==> config.mk <==
export PLATFORM = sky130hd
export DESIGN_NAME = jetson_tx_arbiter_flat
export DESIGN_NICKNAME = d
export VERILOG_FILES = /design/src/rtl/jetson_tx_arbiter_if.sv /design/src/rtl/jetson_tx_arbiter.sv /design/src/flat_wrapper.sv
export SDC_FILE = /design/constraint.sdc
export NUM_CORES = 1
export LEC_CHECK = 0
export ABC_AREA = 1
export BUFFER_PORTS_ARGS = -buffer_cell sky130_fd_sc_hd__buf_4
export CORE_ASPECT_RATIO = 1.4
export CORE_MARGIN = 2
export CORE_UTILIZATION = 39
export DETAILED_ROUTE_END_ITERATION = 7
export GPL_TIMING_DRIVEN = 0
export HOLD_SLACK_MARGIN = 0.15
export PLACE_DENSITY = 0.71
export SYNTH_ARGS = -nofsm -noshare
export SYNTH_HDL_FRONTEND = slang
export SYNTH_SLANG_ARGS = --single-unit
==> constraint.sdc <==
create_clock -name clk -period 2.8 [get_ports clk]
set_clock_uncertainty 0.1 [all_clocks]
set_input_delay 0.56 -clock clk [delete_from_list [all_inputs] [get_ports clk]]
set_output_delay 0.56 -clock clk [all_outputs]
set_load 0.005 [all_outputs]
==> src/rtl/jetson_tx_arbiter_if.sv <==
// Requester-side packet bus of the core-to-Jetson write arbiter.
// Master drives words; slave (the arbiter) returns per-requester ready.
interface jetson_tx_arbiter_if #(
   parameter int NREQ = 4
);
   logic [NREQ-1:0]      req_valid;
   logic [32*NREQ-1:0]   req_data;
   logic [NREQ-1:0]      req_last;
   logic [NREQ-1:0]      req_ready;

   modport master (
      output req_valid,
      output req_data,
      output req_last,
      input  req_ready
   );

   modport slave (
      input  req_valid,
      input  req_data,
      input  req_last,
      output req_ready
   );
endinterface

==> src/rtl/jetson_tx_arbiter.sv <==
// Round-robin packet arbiter for the core-to-Jetson write port with status coalescing.
// Define JTX_BURST_LIMIT_EN to split grants after MAX_BURST words.
module jetson_tx_arbiter #(
   parameter int NREQ      = 4,
   parameter int MAX_BURST = 16
) (
   input  logic               clk,
   input  logic               rst,
   jetson_tx_arbiter_if.slave req,
   input  logic               status_update,
   input  logic [12:0]        status_in,
   input  logic               fifo_urgent,
   output logic               wr_en,
   output logic [31:0]        wr_din,
   output logic [2:0]         grant_id,
   output logic               busy,
   output logic               proto_err
);

   if (NREQ < 2 || NREQ > 8) begin : g_bad_nreq
      $error("NREQ out of range");
   end
   if (MAX_BURST < 1 || MAX_BURST > 255) begin : g_bad_burst
      $error("MAX_BURST out of range");
   end

   typedef enum logic [1:0] {
      IDLE,
      STATUS,
      BURST
   } state_t;

   state_t      state, state_d;
   logic [2:0]  grant_d;
   logic [2:0]  rr_ptr, rr_d;
   logic        wr_en_d;
   logic [31:0] wr_din_d;
   logic        status_pending;
   logic [12:0] status_hold;

   logic [31:0]     sel_word;
   logic            sel_valid;
   logic            sel_last;
   logic [NREQ-1:0] elig;
   logic            found;
   logic [2:0]      win;
   logic            accept;
   logic            illegal;
   logic            perr_set;
   logic            burst_cut;

   assign busy = (state == BURST);

   always_comb begin
      req.req_ready = '0;
      for (int i = 0; i < NREQ; i++) begin
         if (state == BURST && grant_id == 3'(i))
            req.req_ready[i] = 1'b1;
      end
   end

   always_comb begin
      sel_word  = '0;
      sel_valid = 1'b0;
      sel_last  = 1'b0;
      for (int i = 0; i < NREQ; i++) begin
         if (grant_id == 3'(i)) begin
            sel_word  = req.req_data[32*i +: 32];
            sel_valid = req.req_valid[i];
            sel_last  = req.req_last[i];
         end
      end
   end

   // Urgent FIFO: only requester 0 may open a new packet.
   always_comb begin
      elig  = fifo_urgent ? (req.req_valid & {{(NREQ-1){1'b0}}, 1'b1})
                          : req.req_valid;
      found = 1'b0;
      win   = '0;
      for (int k = 0; k < NREQ; k++) begin
         automatic int idx = int'(rr_ptr) + k;
         if (idx >= NREQ)
            idx = idx - NREQ;
         if (!found && elig[idx]) begin
            found = 1'b1;
            win   = 3'(idx);
         end
      end
   end

   assign accept   = (state == BURST) && sel_valid;
   assign illegal  = (sel_word[31:28] == 4'h0);
   assign perr_set = accept && illegal;

`ifdef JTX_BURST_LIMIT_EN
   logic [7:0] burst_cnt;

   always_ff @(posedge clk or posedge rst) begin
      if (rst)
         burst_cnt <= '0;
      else if (state == IDLE)
         burst_cnt <= '0;
      else if (accept)
         burst_cnt <= burst_cnt + 8'd1;
   end

   assign burst_cut = (burst_cnt == 8'(MAX_BURST - 1));
`else
   assign burst_cut = 1'b0;
`endif

   always_comb begin
      state_d  = state;
      grant_d  = grant_id;
      rr_d     = rr_ptr;
      wr_en_d  = 1'b0;
      wr_din_d = wr_din;
      unique case (state)
         IDLE: begin
            if (status_pending) begin
               state_d = STATUS;
            end else if (found) begin
               state_d = BURST;
               grant_d = win;
               rr_d    = (win == 3'(NREQ - 1)) ? 3'd0 : win + 3'd1;
            end
         end
         STATUS: begin
            wr_en_d  = 1'b1;
            wr_din_d = {19'b0, status_hold};
            state_d  = IDLE;
         end
         BURST: begin
            if (accept) begin
               wr_en_d  = !illegal;
               wr_din_d = sel_word;
               if (sel_last || burst_cut)
                  state_d = IDLE;
            end
         end
         default: state_d = IDLE;
      endcase
   end

   always_ff @(posedge clk or posedge rst) begin
      if (rst) begin
         state          <= IDLE;
         grant_id       <= '0;
         rr_ptr         <= '0;
         wr_en          <= 1'b0;
         wr_din         <= '0;
         proto_err      <= 1'b0;
         status_pending <= 1'b0;
         status_hold    <= '0;
      end else begin
         state    <= state_d;
         grant_id <= grant_d;
         rr_ptr   <= rr_d;
         wr_en    <= wr_en_d;
         wr_din   <= wr_din_d;
         if (perr_set)
            proto_err <= 1'b1;
         // A strobe landing on the emit cycle keeps the new value pending.
         if (status_update) begin
            status_pending <= 1'b1;
            status_hold    <= status_in;
         end else if (state == STATUS) begin
            status_pending <= 1'b0;
         end
      end
   end

endmodule

==> src/flat_wrapper.sv <==
// flat-port wrapper written by rule: the top's interface ports become plain ports
module jetson_tx_arbiter_flat 
#(
   parameter int NREQ      = 4,
   parameter int MAX_BURST = 16
)
  (clk, rst, status_update, status_in, fifo_urgent, wr_en, wr_din, grant_id, busy, proto_err, req_req_valid, req_req_data, req_req_last, req_req_ready);
  jetson_tx_arbiter_if #(.NREQ(NREQ)) req_i ();
  input  logic clk;
  input  logic rst;
  input  logic status_update;
  input  logic [12:0] status_in;
  input  logic fifo_urgent;
  output logic wr_en;
  output logic [31:0] wr_din;
  output logic [2:0] grant_id;
  output logic busy;
  output logic proto_err;
  input wire logic [$bits(req_i.req_valid)-1:0] req_req_valid;
  input wire logic [$bits(req_i.req_data)-1:0] req_req_data;
  input wire logic [$bits(req_i.req_last)-1:0] req_req_last;
  output wire logic [$bits(req_i.req_ready)-1:0] req_req_ready;
  assign req_i.req_valid = req_req_valid;
  assign req_i.req_data = req_req_data;
  assign req_i.req_last = req_req_last;
  assign req_req_ready = req_i.req_ready;
  jetson_tx_arbiter #(.NREQ(NREQ), .MAX_BURST(MAX_BURST)) u_core (.clk(clk), .rst(rst), .req(req_i), .status_update(status_update), .status_in(status_in), .fifo_urgent(fifo_urgent), .wr_en(wr_en), .wr_din(wr_din), .grant_id(grant_id), .busy(busy), .proto_err(proto_err));
endmodule
==> results.md, run 1 <==
Cells and area:
- 0 antenna diodes ended up in the layout.
- Across the whole layout, storage elements account for 1400 µm².
- The final standard cell area without fillers is 5540 µm².
- In the final design database the tool counted 903 nets.
- Compared with the post-synthesis result, the final layout area differs by 47.7%.
- In the final layout, the multi-input gates occupy 2080 µm².
- The library cells used most frequently in the layout, excluding fill and tap cells, are sky130_fd_sc_hd__nand2_1 (234), sky130_fd_sc_hd__buf_4 (198), sky130_fd_sc_hd__nand3_1 (71).
- The most frequent standard cell in the layout excluding fill and tap cells is sky130_fd_sc_hd__nand2_1.
- The share of post-route cells with drive strength above 1 is 35.0%.
- Counting the fill cells in the layout gives 907.

Floorplanning:
- The die is 86.9 µm wide.
- The die is 120 µm tall.
- The total area inside the core boundary comes to 9410 µm².
- 195 I/O pins were placed.
- Once the floorplan was initialized, standard cells occupied 39.9% of the core.
- After floorplanning, the core was divided into 42 placement rows.
- The area of the die is 10,400 µm².

STA:
- Setup repair after global routing left no endpoint under its margin.
- The worst path meets setup with 0.238 ns of slack.
- At the pin with the least slew margin, the transition time is 0.683 ns.
- The ratio of final minimum period to clock period is 91.5%.
- The number of setup violations in the final report is 0.
- The worst slew slack as a fraction of its limit is 54.5%.
- Static timing analysis puts the maximum clock frequency at 390 MHz.
- The sum of negative setup slack is 0 ns.
- Final hold analysis gives a worst-case slack of 0.221 ns.
- After layout, the minimum clock period comes to 2.56 ns.
- The final number of max-transition violations is 0.
- The number of endpoints with negative hold slack in the final report was 0.

Setup path:
- The cell at the slowest stage of the critical path is sky130_fd_sc_hd__dfrtp_1.
- The required time of the critical path is 2.89 ns.
- Counting cells, the worst reg-to-reg path comes to 15.
- The maximum single-stage delay on the critical path is 0.38 ns.
- The number of buffers and inverters on the critical path is 4.
- The most numerous cell type found on the critical path is sky130_fd_sc_hd__nand2_1.
- The worst register-to-register path begins at u_core.rr_ptr[1].
- Among cell families on the critical path, the largest total delay comes from simple AND/OR/NAND/NOR gates.
- The endpoint type of the worst setup path is a register.
- The arrival time of data at the critical path endpoint is 2.65 ns.
- Along the worst path, the maximum fanout reaches 9.
- Traced cell by cell, the critical path runs through buf_2 > inv_2 > ha_2 > inv_1 > nand3_1 > nand2_1 > nand3_1 > nor2_2 > nand2_1 > a21boi_0 > ha_1 > inv_1 > nor2_1 > nand2_1 > nand2_1.
- The setup check on the worst reg-to-reg path leaves a slack of 0.24 ns.
- The startpoint of the worst setup timing path is u_core.rr_ptr[1].
- The worst register-to-register path ends at u_core.rr_ptr[1].
- The setup path with the least slack is of type register to register.
- The kind of start point of the critical path is a register.
- The number of cells on the critical path is 15.

Place:
- Before CTS, the worst setup slack after placement is 0.161 ns.
- At the end of routability-driven placement, the weighted congestion stood at 0.901.
- The number of buffers inserted by port buffering is 194.
- Summing all placed instances gives a cell area of 5360 µm².
- After legalization and detailed placement, the total HPWL measured 11.0 mm.

Synth:
- Synthesis produced a netlist with a net count of 701.
- The count of yosys warnings during synthesis is 0.
- The synthesis-stage register bit count is 56.
- In the synthesized netlist, the number of instances is 542.
- The number of distinct library cells after synthesis is 33.
- After synthesis the cells add up to 3750 µm².
- After synthesis, the mean cell area works out to 6.92 µm².
- Sequential elements use 37.4% of the synthesized area.

Power and ir drop:
- Per report_power, the sequential group accounts for 23.4% of the total.
- Of the total power, the share spent switching nets is 47.2%.
- The analysis attributes to cell leakage a power of 2.90 nW.
- Per report_power, the combinational group accounts for 63.3% of the total.
- The part of the power in the clock network is 13.3%.
- Dividing total power by cell area gives a power density of 962 nW/µm².
- The peak supply drop is 0.539 mV.
- The overall power of the completed layout is 0.00533 W.
- The switching power total is 0.00251 W.
- The internal portion of the total power is 0.00281 W.

GRT:
- met2 is the most crowded layer.
- The met2 layer usage reported by global route is 47.2%.
- The total congestion overflow is 0.
- The largest net degree at the start of global routing is 33.
- For met1 alone, demand over resource in global routing was 32.7%.
- The number of global-route vias before repair is 4,524.
- The met3 usage in global routing is 2.75%.
- The first global-routing pass estimated 21.7 mm of wire.
- In the global route stage, overall resource usage came out at 26.7%.
- The number of antenna violations at the first check in global routing is 0.

CTS:
- The buffer cell driving the clock tree root is sky130_fd_sc_hd__clkbuf_16.
- The count of instances resized after the clock tree is built is 0.
- After clock tree synthesis, the clock-pin slew on the worst setup and hold paths is 0.07 ns.
- The longest clock path from root to sink contains 2 buffers.
- The number of buffers inserted to repair setup after CTS is 0.
- The number of clock buffers inserted by TritonCTS is 5.
- Counting every sink on the clock net gives 56.
- The latest clock arrival within the worst-skew pair is 0.29 ns.
- In this run, post-CTS hold repair placed 0 buffers.
- TritonCTS built the clock tree.
- The H-tree level count is 2.

Detailed routing:
- The post-route antenna net violation count is 0.
- After detailed routing, the total wire length is 13.9 mm.
- The number of DRC markers after the initial detailed-route iteration is 201.
- The average wire length per cell after detail routing is 16.3 µm.
- The via density per instance is 5.35.
- The first TritonRoute pass finished after 4 iterations.
- The routed layout has 4,576 vias.
- For this run, design rule violations remaining after detail routing come to 0.

Flow run:
- The max-cap check violation count is 0.

Run status:
- The run finished with clean final reports.

Worst hold path:
- The worst min-delay path category is input port to asynchronous set/reset pin.
[worst max path at each step]
| stage | to | slack (ns) |
|---|---|---|
| floorplan | u_core.rr_ptr[1] | 0.52 |
| global placement | u_core.wr_din[30] | 0.05 |
| detailed placement | u_core.rr_ptr[1] | 0.16 |
| CTS | req_req_ready[0] | 0.12 |
| global route | u_core.rr_ptr[1] | 0.05 |
| finish | u_core.rr_ptr[1] | 0.24 |
[flip-flops by register name, summed over array words and instances (netlist names)]
signal and count:
u_core.state 2, u_core.grant_id 3, u_core.proto_err 1, u_core.rr_ptr 3, u_core.status_hold 13, u_core.wr_en 1, u_core.wr_din 32, u_core.status_pending 1
[cells by family (layout without fill, tap and decap cells)]
family,after synthesis,in the layout,synth area share (%)
DFF,56,56,37.4
AOI/OAI and AO/OA,82,82,13.5
adders and majority gates,6,6,2.00
and+or+nand+nor,344,344,40.0
buffers and inverters,54,257,7.14
[layout make-up]
type,instances,share of cell area [%]
timing repair buffer,195,26.7
clock buffer,5,2.26
tap,110,2.49
sequential,56,25.3
clock inverter,3,0.768
buffer,30,3.07
multi-input combinational,432,37.6
inverter,24,1.79
[worst reg2reg max path: stages (launching register included)]
cell                       delay (ns)
sky130_fd_sc_hd__dfrtp_1         0.38
sky130_fd_sc_hd__buf_2           0.18
sky130_fd_sc_hd__inv_2           0.10
sky130_fd_sc_hd__ha_2            0.31
sky130_fd_sc_hd__inv_1           0.11
sky130_fd_sc_hd__nand3_1         0.08
sky130_fd_sc_hd__nand2_1         0.12
sky130_fd_sc_hd__nand3_1         0.16
sky130_fd_sc_hd__nor2_2          0.18
sky130_fd_sc_hd__nand2_1         0.09
sky130_fd_sc_hd__a21boi_0        0.14
sky130_fd_sc_hd__ha_1            0.30
sky130_fd_sc_hd__inv_1           0.05
sky130_fd_sc_hd__nor2_1          0.04
sky130_fd_sc_hd__nand2_1         0.08
sky130_fd_sc_hd__nand2_1         0.04
[stage by stage]
stage,cells,util (%)
floorplan,542,-
global placement,846,56.8
detailed placement,847,57.0
CTS,855,58.8
global route,855,58.9
finish,855,58.9
[synthesized netlist by cell type]
library cell               number  area [µm²]
sky130_fd_sc_hd__buf_4          4        30.0
sky130_fd_sc_hd__nor4_1         1        6.26
sky130_fd_sc_hd__nand2_1      234         878
sky130_fd_sc_hd__buf_2          9        45.0
sky130_fd_sc_hd__o21bai_1       1        7.51
sky130_fd_sc_hd__nor2_8         1        20.0
sky130_fd_sc_hd__a22o_1         1        8.76
sky130_fd_sc_hd__nor2_4         3        33.8
sky130_fd_sc_hd__nor3b_1        1        7.51
sky130_fd_sc_hd__nand4_1        6        37.5
sky130_fd_sc_hd__nand3_1       71         355
sky130_fd_sc_hd__a21boi_0       1        7.51
sky130_fd_sc_hd__nor3_1         1        5.00
sky130_fd_sc_hd__inv_1         20        75.1
sky130_fd_sc_hd__nor2_1        11        41.3
sky130_fd_sc_hd__buf_6          4        45.0
sky130_fd_sc_hd__clkbuf_1      11        41.3
sky130_fd_sc_hd__a21oi_1       19        95.1
sky130_fd_sc_hd__dfrtp_1       56        1400
sky130_fd_sc_hd__a31oi_1       15        93.8
sky130_fd_sc_hd__o21ai_1        1        5.00
sky130_fd_sc_hd__nand3b_1       1        7.51
sky130_fd_sc_hd__nand3_4        1        17.5
sky130_fd_sc_hd__o21ai_2       14         123
sky130_fd_sc_hd__nand4_2        1        12.5
sky130_fd_sc_hd__o22ai_1       13        81.3
sky130_fd_sc_hd__buf_1          2        7.51
sky130_fd_sc_hd__inv_8          1        11.3
sky130_fd_sc_hd__clkinv_2       1        5.00
sky130_fd_sc_hd__inv_2          2        7.51
sky130_fd_sc_hd__nand2_2       12        75.1
sky130_fd_sc_hd__ha_1           6        75.1
sky130_fd_sc_hd__o21ai_0       17        85.1
[per-layer routing]
metal	vias to the layer above	wire length [µm]
met5	-	0
met4	0	335
met3	16	865
met2	215	7190
met1	2144	5530
li1	2201	-
[power groups by stage]
stage | clock (W) | sequential (W) | combinational, W
after floorplan | 0 | 0.00125 | 0.00216
after global routing | 0.000752 | 0.00128 | 0.00373
after CTS | 0.000723 | 0.00125 | 0.00335
after detailed placement | 0 | 0.00126 | 0.00334
after global placement | 0 | 0.00125 | 0.00328
final | 0.000709 | 0.00125 | 0.00337
Power figures use the tool's default switching activity.
==> run 2: changes to the inputs <==
--- a/config.mk
+++ b/config.mk
@@ -7,13 +7,15 @@
 export LEC_CHECK = 0
 export ABC_AREA = 1
 export BUFFER_PORTS_ARGS = -buffer_cell sky130_fd_sc_hd__buf_4
+export CELL_PAD_IN_SITES_DETAIL_PLACEMENT = 1
+export CELL_PAD_IN_SITES_GLOBAL_PLACEMENT = 2
 export CORE_ASPECT_RATIO = 1.4
 export CORE_MARGIN = 2
-export CORE_UTILIZATION = 39
+export CORE_UTILIZATION = 23
 export DETAILED_ROUTE_END_ITERATION = 7
 export GPL_TIMING_DRIVEN = 0
 export HOLD_SLACK_MARGIN = 0.15
-export PLACE_DENSITY = 0.71
+export PLACE_DENSITY_LB_ADDON = 0.1
 export SYNTH_ARGS = -nofsm -noshare
 export SYNTH_HDL_FRONTEND = slang
 export SYNTH_SLANG_ARGS = --single-unit
==> constraint.sdc (replaced) <==
create_clock -name clk -period 2.8 [get_ports clk]
set_clock_uncertainty 0.1 [all_clocks]
set_input_delay 0.42 -clock clk [delete_from_list [all_inputs] [get_ports clk]]
set_output_delay 0.42 -clock clk [all_outputs]
set_load 0.005 [all_outputs]
==> run 2 against run 1 <==
Non-clock buffer count is 1 higher; maximum frequency is 1.2% lower; routed wire length is 25% higher; worst hold slack worse by 0.0040 ns; register-to-register slack worse by 0.02 ns; global-route usage is 7.1 points lower; cell count is 11% higher; first-iteration DRC count is 17% lower; clock power is 8.2% lower.
==> results.md, run 2 (synthesis gave the netlist of run 1 again) <==
Power and ir drop:
- The part of the power in the clock network came to 12.0% (-1.3 points).
- The switching share of power is 49.8% (+2.6 points).
- The leakage power was 2.89 nW (-0.33%).
- The power density normalized to cell area is 965 nW/µm² (+0.28%).
- The peak supply drop is 0.380 mV (-30%).
- The combinational group share of total power is 65.2% (+1.9 points).
- The switching power total is 0.00271 W (+7.8%).
- The overall power of the completed layout is 0.00544 W (+2.2%).
- The sequential share of power is 22.8% (-0.6 points).
- The internal power consumption was 0.00273 W (-2.8%).

Worst hold path:
- Counting instances, the worst hold path has a depth of 3.
- The min-delay analysis places its worst path in the category input port to register.
- The startpoint of the most critical hold path is status_in[4].
- The path with the worst hold slack has its endpoint at u_core.status_hold[4].

Detailed routing:
- The average wire length per cell after detail routing came to 18.4 µm (+13%).
- The number of DRC markers after the initial detailed-route iteration is 167 (-17%).
- The post-route antenna net violation count is 0 (unchanged).
- The length of the first detailed-routing pass in iterations was 6 (+2).
- The count of unresolved DRC violations after routing came to 0 (unchanged).
- The final wirelength is 17.4 mm (+25%).
- The via density per instance is 4.80 (-10%).
- The via count came to 4,537 (-0.85%).

Setup path:
- Walking the worst path, the cells encountered are inv_1 > ha_1 > clkbuf_1 > inv_1 > nor4_1 > buf_4.
- The count of cells along the worst register-to-register path is 15 (unchanged).
- STA classifies the critical path startpoint as a register.
- The arrival time of data at the critical path endpoint is 2.07 ns (-0.58 ns).
- The worst reg-to-reg setup slack is 0.22 ns (-0.02 ns).
- The top fanout value on the critical path is 8 (-1).
- The most numerous cell type found on the critical path is sky130_fd_sc_hd__inv_1.
- The required time of the critical path is 2.28 ns (-0.61 ns).
- The critical register-to-register path endpoint is u_core.rr_ptr[1].
- STA classifies the critical path endpoint as an output port.
- The maximum single-stage delay on the critical path is 0.40 ns (+0.02 ns).
- The worst flop-to-flop path startpoint is u_core.rr_ptr[1].
- The cell at the slowest stage of the critical path is sky130_fd_sc_hd__dfrtp_1.
- The setup path with the least slack is of type register to output port.

CTS:
- The number of clock buffers inserted by TritonCTS is 5 (unchanged).
- The latest clock arrival within the worst-skew pair is 0.30 ns (about the same).
- The clock transition at the registers of the reported paths was 0.08 ns (about the same).
- The total number of clock tree sinks is 56 (unchanged).
- The root buffer cell chosen for the clock tree is sky130_fd_sc_hd__clkbuf_16.
- The CTS tree is built.
- The number of buffers inserted to repair setup after CTS is 0 (unchanged).
- The H-tree level count is 2 (unchanged).
- The maximum clock insertion buffer count was 2 (unchanged).

Floorplanning:
- The overall die height is 155 µm (+29%).
- The number of top-level pins is 195 (unchanged).
- The effective utilization at floorplan is 23.4% (-16 points).
- The chip width is 112 µm (+29%).
- The number of placement rows came to 55 (+31%).
- The floorplan core area is 16,000 µm² (+70%).
- The area of the die is 17,300 µm² (+66%).

Cells and area:
- The register with the most flip-flops is u_core.wr_din.
- The area growth from synthesis to layout is 50.5%.
- The number of non-filler instances in the completed layout was 945 (+11%).
- The number of nets in the final layout came to 904 (+0.11%).
- The filler cell count in the final layout is 2,031 (+120%).
- The final standard cell area without fillers is 5640 µm² (+1.9%).
- The area of the multi-input gates was 2090 µm² (+0.36%).
- The register area is 1400 µm² (unchanged).
- The largest registers in the layout are u_core.wr_din x32, u_core.status_hold x13.
- The most frequent standard cell in the layout excluding fill and tap cells is sky130_fd_sc_hd__nand2_1.
- The number of antenna diodes is 0 (unchanged).
- In the layout the commonest cells are sky130_fd_sc_hd__nand2_1 (233), sky130_fd_sc_hd__buf_4 (198), sky130_fd_sc_hd__nand3_1 (70).
- The share of post-route cells with drive strength above 1 is 34.9% (-0.18 points).
- The flip-flop count of the largest register, all copies and words added came to 32 (unchanged).

STA:
- The ratio of final minimum period to clock period is 92.6% (+1.1 points).
- The final critical delay including setup and external delays is 2.59 ns (+0.0316 ns).
- The top achievable clock speed came to 385 MHz (-1.2%).
- The slew of the pin with the lowest slew margin is 0.647 ns (-0.0360 ns).
- The number of setup violations in the final report is 0 (unchanged).
- The final number of max-transition violations came to 0 (unchanged).
- The number of endpoints with negative hold slack in the final report came to 0 (unchanged).
- Setup repair after global routing left no endpoint under its margin.
- The worst slew slack as a fraction of its limit is 56.8% (+2.4 points).

Place:
- The number of buffers inserted by port buffering was 194 (unchanged).
- The cell total after placement came to 936 (+11%).
- The detailed placer's ending HPWL is 13.8 mm (+25%).
- The post-place instance area was 5470 µm² (+2.1%).
- The placer congestion estimate is 0.820 (-9.0%).

GRT:
- The number of antenna violations at the first check in global routing is 0 (unchanged).
- The largest net degree at the start of global routing is 37 (+12%).
- The total congestion overflow came to 0 (unchanged).
- The overall fraction of global-route tracks in use is 19.6% (-7.1 points).
- The global-route wire length before repair is 26.5 mm (+22%).
- The number of global-route vias before repair is 4,724 (+4.4%).

Run status:
- The run finished with clean final reports.

Flow run:
- The max-cap check violation count was 0 (unchanged).
run 2: timing repair:
action	in CTS	in global routing
resized for setup	1	3
hold buffers	1	0
endpoints found under the setup margin	1	2
endpoints found under the hold margin	20	0
run 2: routing by layer:
metal	part of all wire, %	GRT usage [%]	up-vias	wire length (µm)
li1	-	-	2201	-
met1	39	22.6	2199	6880
met2	56	38.1	120	9690
met3	3.6	2.61	17	625
met4	1.3	4.47	0	226
met5	0	0	-	0
run 2: how the worst max path moves through the flow:
stage               cells past startpoint                 end  slack [ns]             start
finish                                  6    req_req_ready[0]        0.21   u_core.state[0]
global route                            6    req_req_ready[0]        0.02   u_core.state[0]
CTS                                    15    u_core.rr_ptr[1]        0.03  u_core.rr_ptr[1]
detailed placement                     15    u_core.rr_ptr[1]        0.01  u_core.rr_ptr[1]
global placement                        2  u_core.grant_id[0]       -0.08               rst
floorplan                              15    u_core.rr_ptr[1]        0.52  u_core.rr_ptr[1]
run 2: power groups by stage:
| stage | registers (W) | logic (W) | clock network (W) |
|---|---|---|---|
| after CTS | 0.00124 | 0.00361 | 0.000673 |
| after global placement | 0.00125 | 0.00355 | 0 |
| after floorplan | 0.00125 | 0.00216 | 0 |
| after detailed placement | 0.00126 | 0.00359 | 0 |
| after global routing | 0.00128 | 0.00393 | 0.000701 |
| final | 0.00124 | 0.00355 | 0.000651 |
run 2: critical path: cells and delay by family, from the launching register on:
kind,cells,cell delay [ns]
adder cells (fa/ha/maj),1,0.17
AND/OR/NAND/NOR,1,0.24
buffers and inverters,4,0.95
flip-flops,1,0.40
run 2: through the flow:
step | TNS, ns | hold WS (ns) | worst slack (ns) | utilization, %
2_1_floorplan | 0 | 0.342 | 0.519 | -
3_3_place_gp | -3.98 | 0.357 | -0.0778 | 34.0
3_5_place_dp | 0 | 0.361 | 0.0103 | 34.1
4_1_cts | 0 | 0.208 | 0.0329 | 35.1
5_1_grt | 0 | 0.223 | 0.0214 | 35.2
6_report | 0 | 0.217 | 0.206 | 35.2
run 2: cell type report:
class,instances,share of cell area (%)
multi-input combinational,432,37.1
timing repair buffer,196,26.3
sequential,56,24.8
tap,199,4.41
buffer,30,2.99
clock buffer,6,2.28
inverter,24,1.75
clock inverter,2,0.288
==> run 3: changes to the inputs <==
--- a/config.mk
+++ b/config.mk
@@ -15,7 +15,8 @@
 export DETAILED_ROUTE_END_ITERATION = 7
 export GPL_TIMING_DRIVEN = 0
 export HOLD_SLACK_MARGIN = 0.15
-export PLACE_DENSITY_LB_ADDON = 0.1
+export PLACE_DENSITY_LB_ADDON = 0.2
+export SETUP_SLACK_MARGIN = 0.15
 export SYNTH_ARGS = -nofsm -noshare
 export SYNTH_HDL_FRONTEND = slang
 export SYNTH_SLANG_ARGS = --single-unit
==> run 3 against run 2 <==
Register-to-register slack better by 0.11 ns; global-route usage is 0.34 points lower; non-clock buffer count is 1 higher; worst setup slack better by 0.12 ns; via count is 0.29% lower; power is 3.2% higher; largest cell class unchanged; design area is 1.0% higher.
==> results.md, run 3 (synthesis gave the netlist of run 1 again) <==
Power and ir drop:
- The switching share of power is 47.9% (-1.9 points).
- The overall power of the completed layout is 0.00562 W (+3.2%).
- The part of the power in the clock network was 14.6% (+2.6 points).
- The sequential share of power was 22.2% (-0.6 points).
- The peak supply drop is 0.472 mV (+24%).
- The internal power consumption is 0.00293 W (+7.0%).
- The switching power total is 0.00269 W (-0.68%).
- The leakage power is 2.92 nW (+1.1%).
- The power density normalized to cell area is 985 nW/µm² (+2.1%).
- The combinational group share of total power came to 63.3% (-1.9 points).

Cells and area:
- The signed area change from the synthesized netlist to the final layout is 52.1%.
- The number of nets in the final layout is 905 (+0.11%).
- The flip-flop count of the largest register, all copies and words added is 32 (unchanged).
- The register with the most flip-flops is u_core.wr_din.
- The number of antenna diodes is 0 (unchanged).
- In the final layout, the registers with the most flip-flops are u_core.wr_din x32, u_core.status_hold x13.
- In the layout the commonest cells are sky130_fd_sc_hd__nand2_1 (233), sky130_fd_sc_hd__buf_4 (200), sky130_fd_sc_hd__nand3_1 (70).
- Leaving out fill and tap cells, the most frequent cell in the layout is sky130_fd_sc_hd__nand2_1.
- The share of post-route cells with drive strength above 1 is 35.4% (+0.54 points).
- The final standard cell area without fillers is 5700 µm² (+1.0%).
- The utilization after layout came to 35.6% (+0.37 points).

CTS:
- The CTS tree is built.
- The latest clock arrival within the worst-skew pair was 0.30 ns (about the same).
- The buffer cell driving the clock tree root is sky130_fd_sc_hd__clkbuf_16.
- The maximum clock insertion buffer count came to 2 (unchanged).
- The number of clock buffers inserted by TritonCTS is 5 (unchanged).
- The H-tree level count is 2 (unchanged).
- The total number of clock tree sinks was 56 (unchanged).
- The clock transition at the registers of the reported paths was 0.08 ns (about the same).

GRT:
- The number of global-route vias before repair is 4,740 (+0.34%).
- The overall fraction of global-route tracks in use is 19.3% (-0.34 points).
- The met2 layer usage reported by global route is 37.7% (-0.40 points).
- The number of antenna violations at the first check in global routing is 0 (unchanged).
- The global routing's busiest layer is met2.
- The fraction of met1 tracks used by global routing is 22.2% (-0.39 points).
- The met3 usage in global routing is 2.61% (unchanged).
- The largest net degree at the start of global routing is 36 (-2.7%).
- The global-route wire length before repair was 26.1 mm (-1.4%).
- The total congestion overflow is 0 (unchanged).

Run status:
- The run finished with clean final reports.

Floorplanning:
- The number of placement rows is 55 (unchanged).
- The number of top-level pins was 195 (unchanged).
- The chip width is 112 µm (unchanged).
- The overall die height was 155 µm (unchanged).
- The floorplan core area was 16,000 µm² (unchanged).
- The area of the die is 17,300 µm² (unchanged).
- The effective utilization at floorplan is 23.4% (unchanged).

Worst hold path:
- The worst min-delay path category is input port to register.

Place:
- The placer congestion estimate is 0.889 (+8.4%).
- The number of buffers inserted by port buffering was 194 (unchanged).
- The post-place instance area is 5470 µm² (unchanged).
- The detailed placer's ending HPWL came to 13.5 mm (-1.6%).

STA:
- The final hold slack is 0.219 ns (+0.00200 ns).
- The worst slew slack as a fraction of its limit is 57.4% (+0.52 points).
- The number of endpoints with negative hold slack in the final report came to 0 (unchanged).
- The final number of max-transition violations is 0 (unchanged).
- Setup repair after global routing left no endpoint under its margin.
- The ratio of final minimum period to clock period is 88.2% (-4.4 points).
- The top achievable clock speed is 405 MHz (+5.0%).
- The number of setup violations in the final report is 0 (unchanged).
- The final critical delay including setup and external delays is 2.47 ns (-0.123 ns).
- The slew of the pin with the lowest slew margin came to 0.639 ns (-0.00783 ns).

Detailed routing:
- The via count is 4,524 (-0.29%).
- The post-route antenna net violation count is 0 (unchanged).
- The count of unresolved DRC violations after routing is 0 (unchanged).
- The average wire length per cell after detail routing was 18.1 µm (-1.6%).
- The final wirelength was 17.1 mm (-1.6%).
- The via density per instance is 4.79 (-0.29%).
- The length of the first detailed-routing pass in iterations is 4 (-2).
- The number of DRC markers after the initial detailed-route iteration is 180 (+7.8%).

Setup path:
- The critical path class is register to register.
- The required time of the critical path is 2.89 ns (+0.61 ns).
- The top fanout value on the critical path is 9 (+1).
- The worst setup path is captured at a register.
- STA classifies the critical path startpoint as a register.
- The arrival time of data at the critical path endpoint is 2.57 ns (+0.50 ns).

Flow run:
- The max-cap check violation count is 0 (unchanged).
run 3: path summary, 6_finish.rpt:
| kind | depth (start not counted) | slack, ns | start | endpoint |
|---|---|---|---|---|
| worst max register to register | 15 | 0.33 | u_core.rr_ptr[1] | u_core.rr_ptr[1] |
| worst min-delay path | 3 | 0.22 | status_in[6] | u_core.status_hold[6] |
| max in group asynchronous | 4 | 1.39 | rst | u_core.wr_din[23] |
| worst min register to register | 2 | 0.37 | u_core.wr_din[31] | u_core.wr_din[31] |
| min in group asynchronous | 3 | 0.62 | rst | u_core.status_hold[11] |
| worst max-delay path | 15 | 0.33 | u_core.rr_ptr[1] | u_core.rr_ptr[1] |
run 3: power by group through the flow:
stage | clock (W) | combinational (W) | sequential, W
after floorplan | 0 | 0.00216 | 0.00125
after global placement | 0 | 0.00348 | 0.00125
after detailed placement | 0 | 0.00355 | 0.00126
after CTS | 0.000840 | 0.00358 | 0.00125
after global routing | 0.000873 | 0.00393 | 0.00128
final | 0.000818 | 0.00355 | 0.00125
run 3: what timing repair did:
| action | in CTS | in global routing |
|---|---|---|
| pin swaps | 0 | 2 |
| buffers inserted | 0 | 1 |
| endpoints found under the hold margin | 21 | 0 |
| setup endpoints to repair | 3 | 3 |
| hold buffers | 1 | 0 |
| resized for setup | 4 | 7 |
run 3: stage by stage:
step	setup WS [ns]	setup TNS (ns)	std cells
2_1_floorplan	0.519	0	542
3_3_place_gp	-0.0600	-3.03	935
3_5_place_dp	0.0765	0	936
4_1_cts	0.180	0	944
5_1_grt	0.160	0	945
6_report	0.329	0	945
run 3: area by class of cell:
| cell class | count | area [µm²] |
|---|---|---|
| Buffer | 30 | 173 |
| Clock buffer | 5 | 125 |
| Clock inverter | 2 | 60.1 |
| Fill cell | 1988 | 10300 |
| Inverter | 24 | 98.8 |
| Multi-Input combinational cell | 432 | 2100 |
| Sequential cell | 56 | 1400 |
| Tap cell | 199 | 249 |
| Timing Repair Buffer | 197 | 1490 |
run 3: per-layer routing:
layer  part of all wire [%]  vias to the layer above
li1                       -                     2200
met1                     40                     2189
met2                     55                      127
met3                    4.3                        8
met4                   0.87                        0
met5                      0                        -
run 3: critical path, cell delays in order (launching register included):
cell                       delay (ns)
sky130_fd_sc_hd__dfrtp_1         0.39
sky130_fd_sc_hd__buf_4           0.17
sky130_fd_sc_hd__inv_2           0.09
sky130_fd_sc_hd__ha_2            0.32
sky130_fd_sc_hd__inv_2           0.08
sky130_fd_sc_hd__nand3_1         0.08
sky130_fd_sc_hd__nand2_2         0.14
sky130_fd_sc_hd__nand3_4         0.10
sky130_fd_sc_hd__nor2_2          0.13
sky130_fd_sc_hd__nand2_1         0.09
sky130_fd_sc_hd__a21boi_1        0.15
sky130_fd_sc_hd__ha_1            0.30
sky130_fd_sc_hd__inv_1           0.06
sky130_fd_sc_hd__nor2_1          0.04
sky130_fd_sc_hd__nand2_1         0.08
sky130_fd_sc_hd__nand2_1         0.05
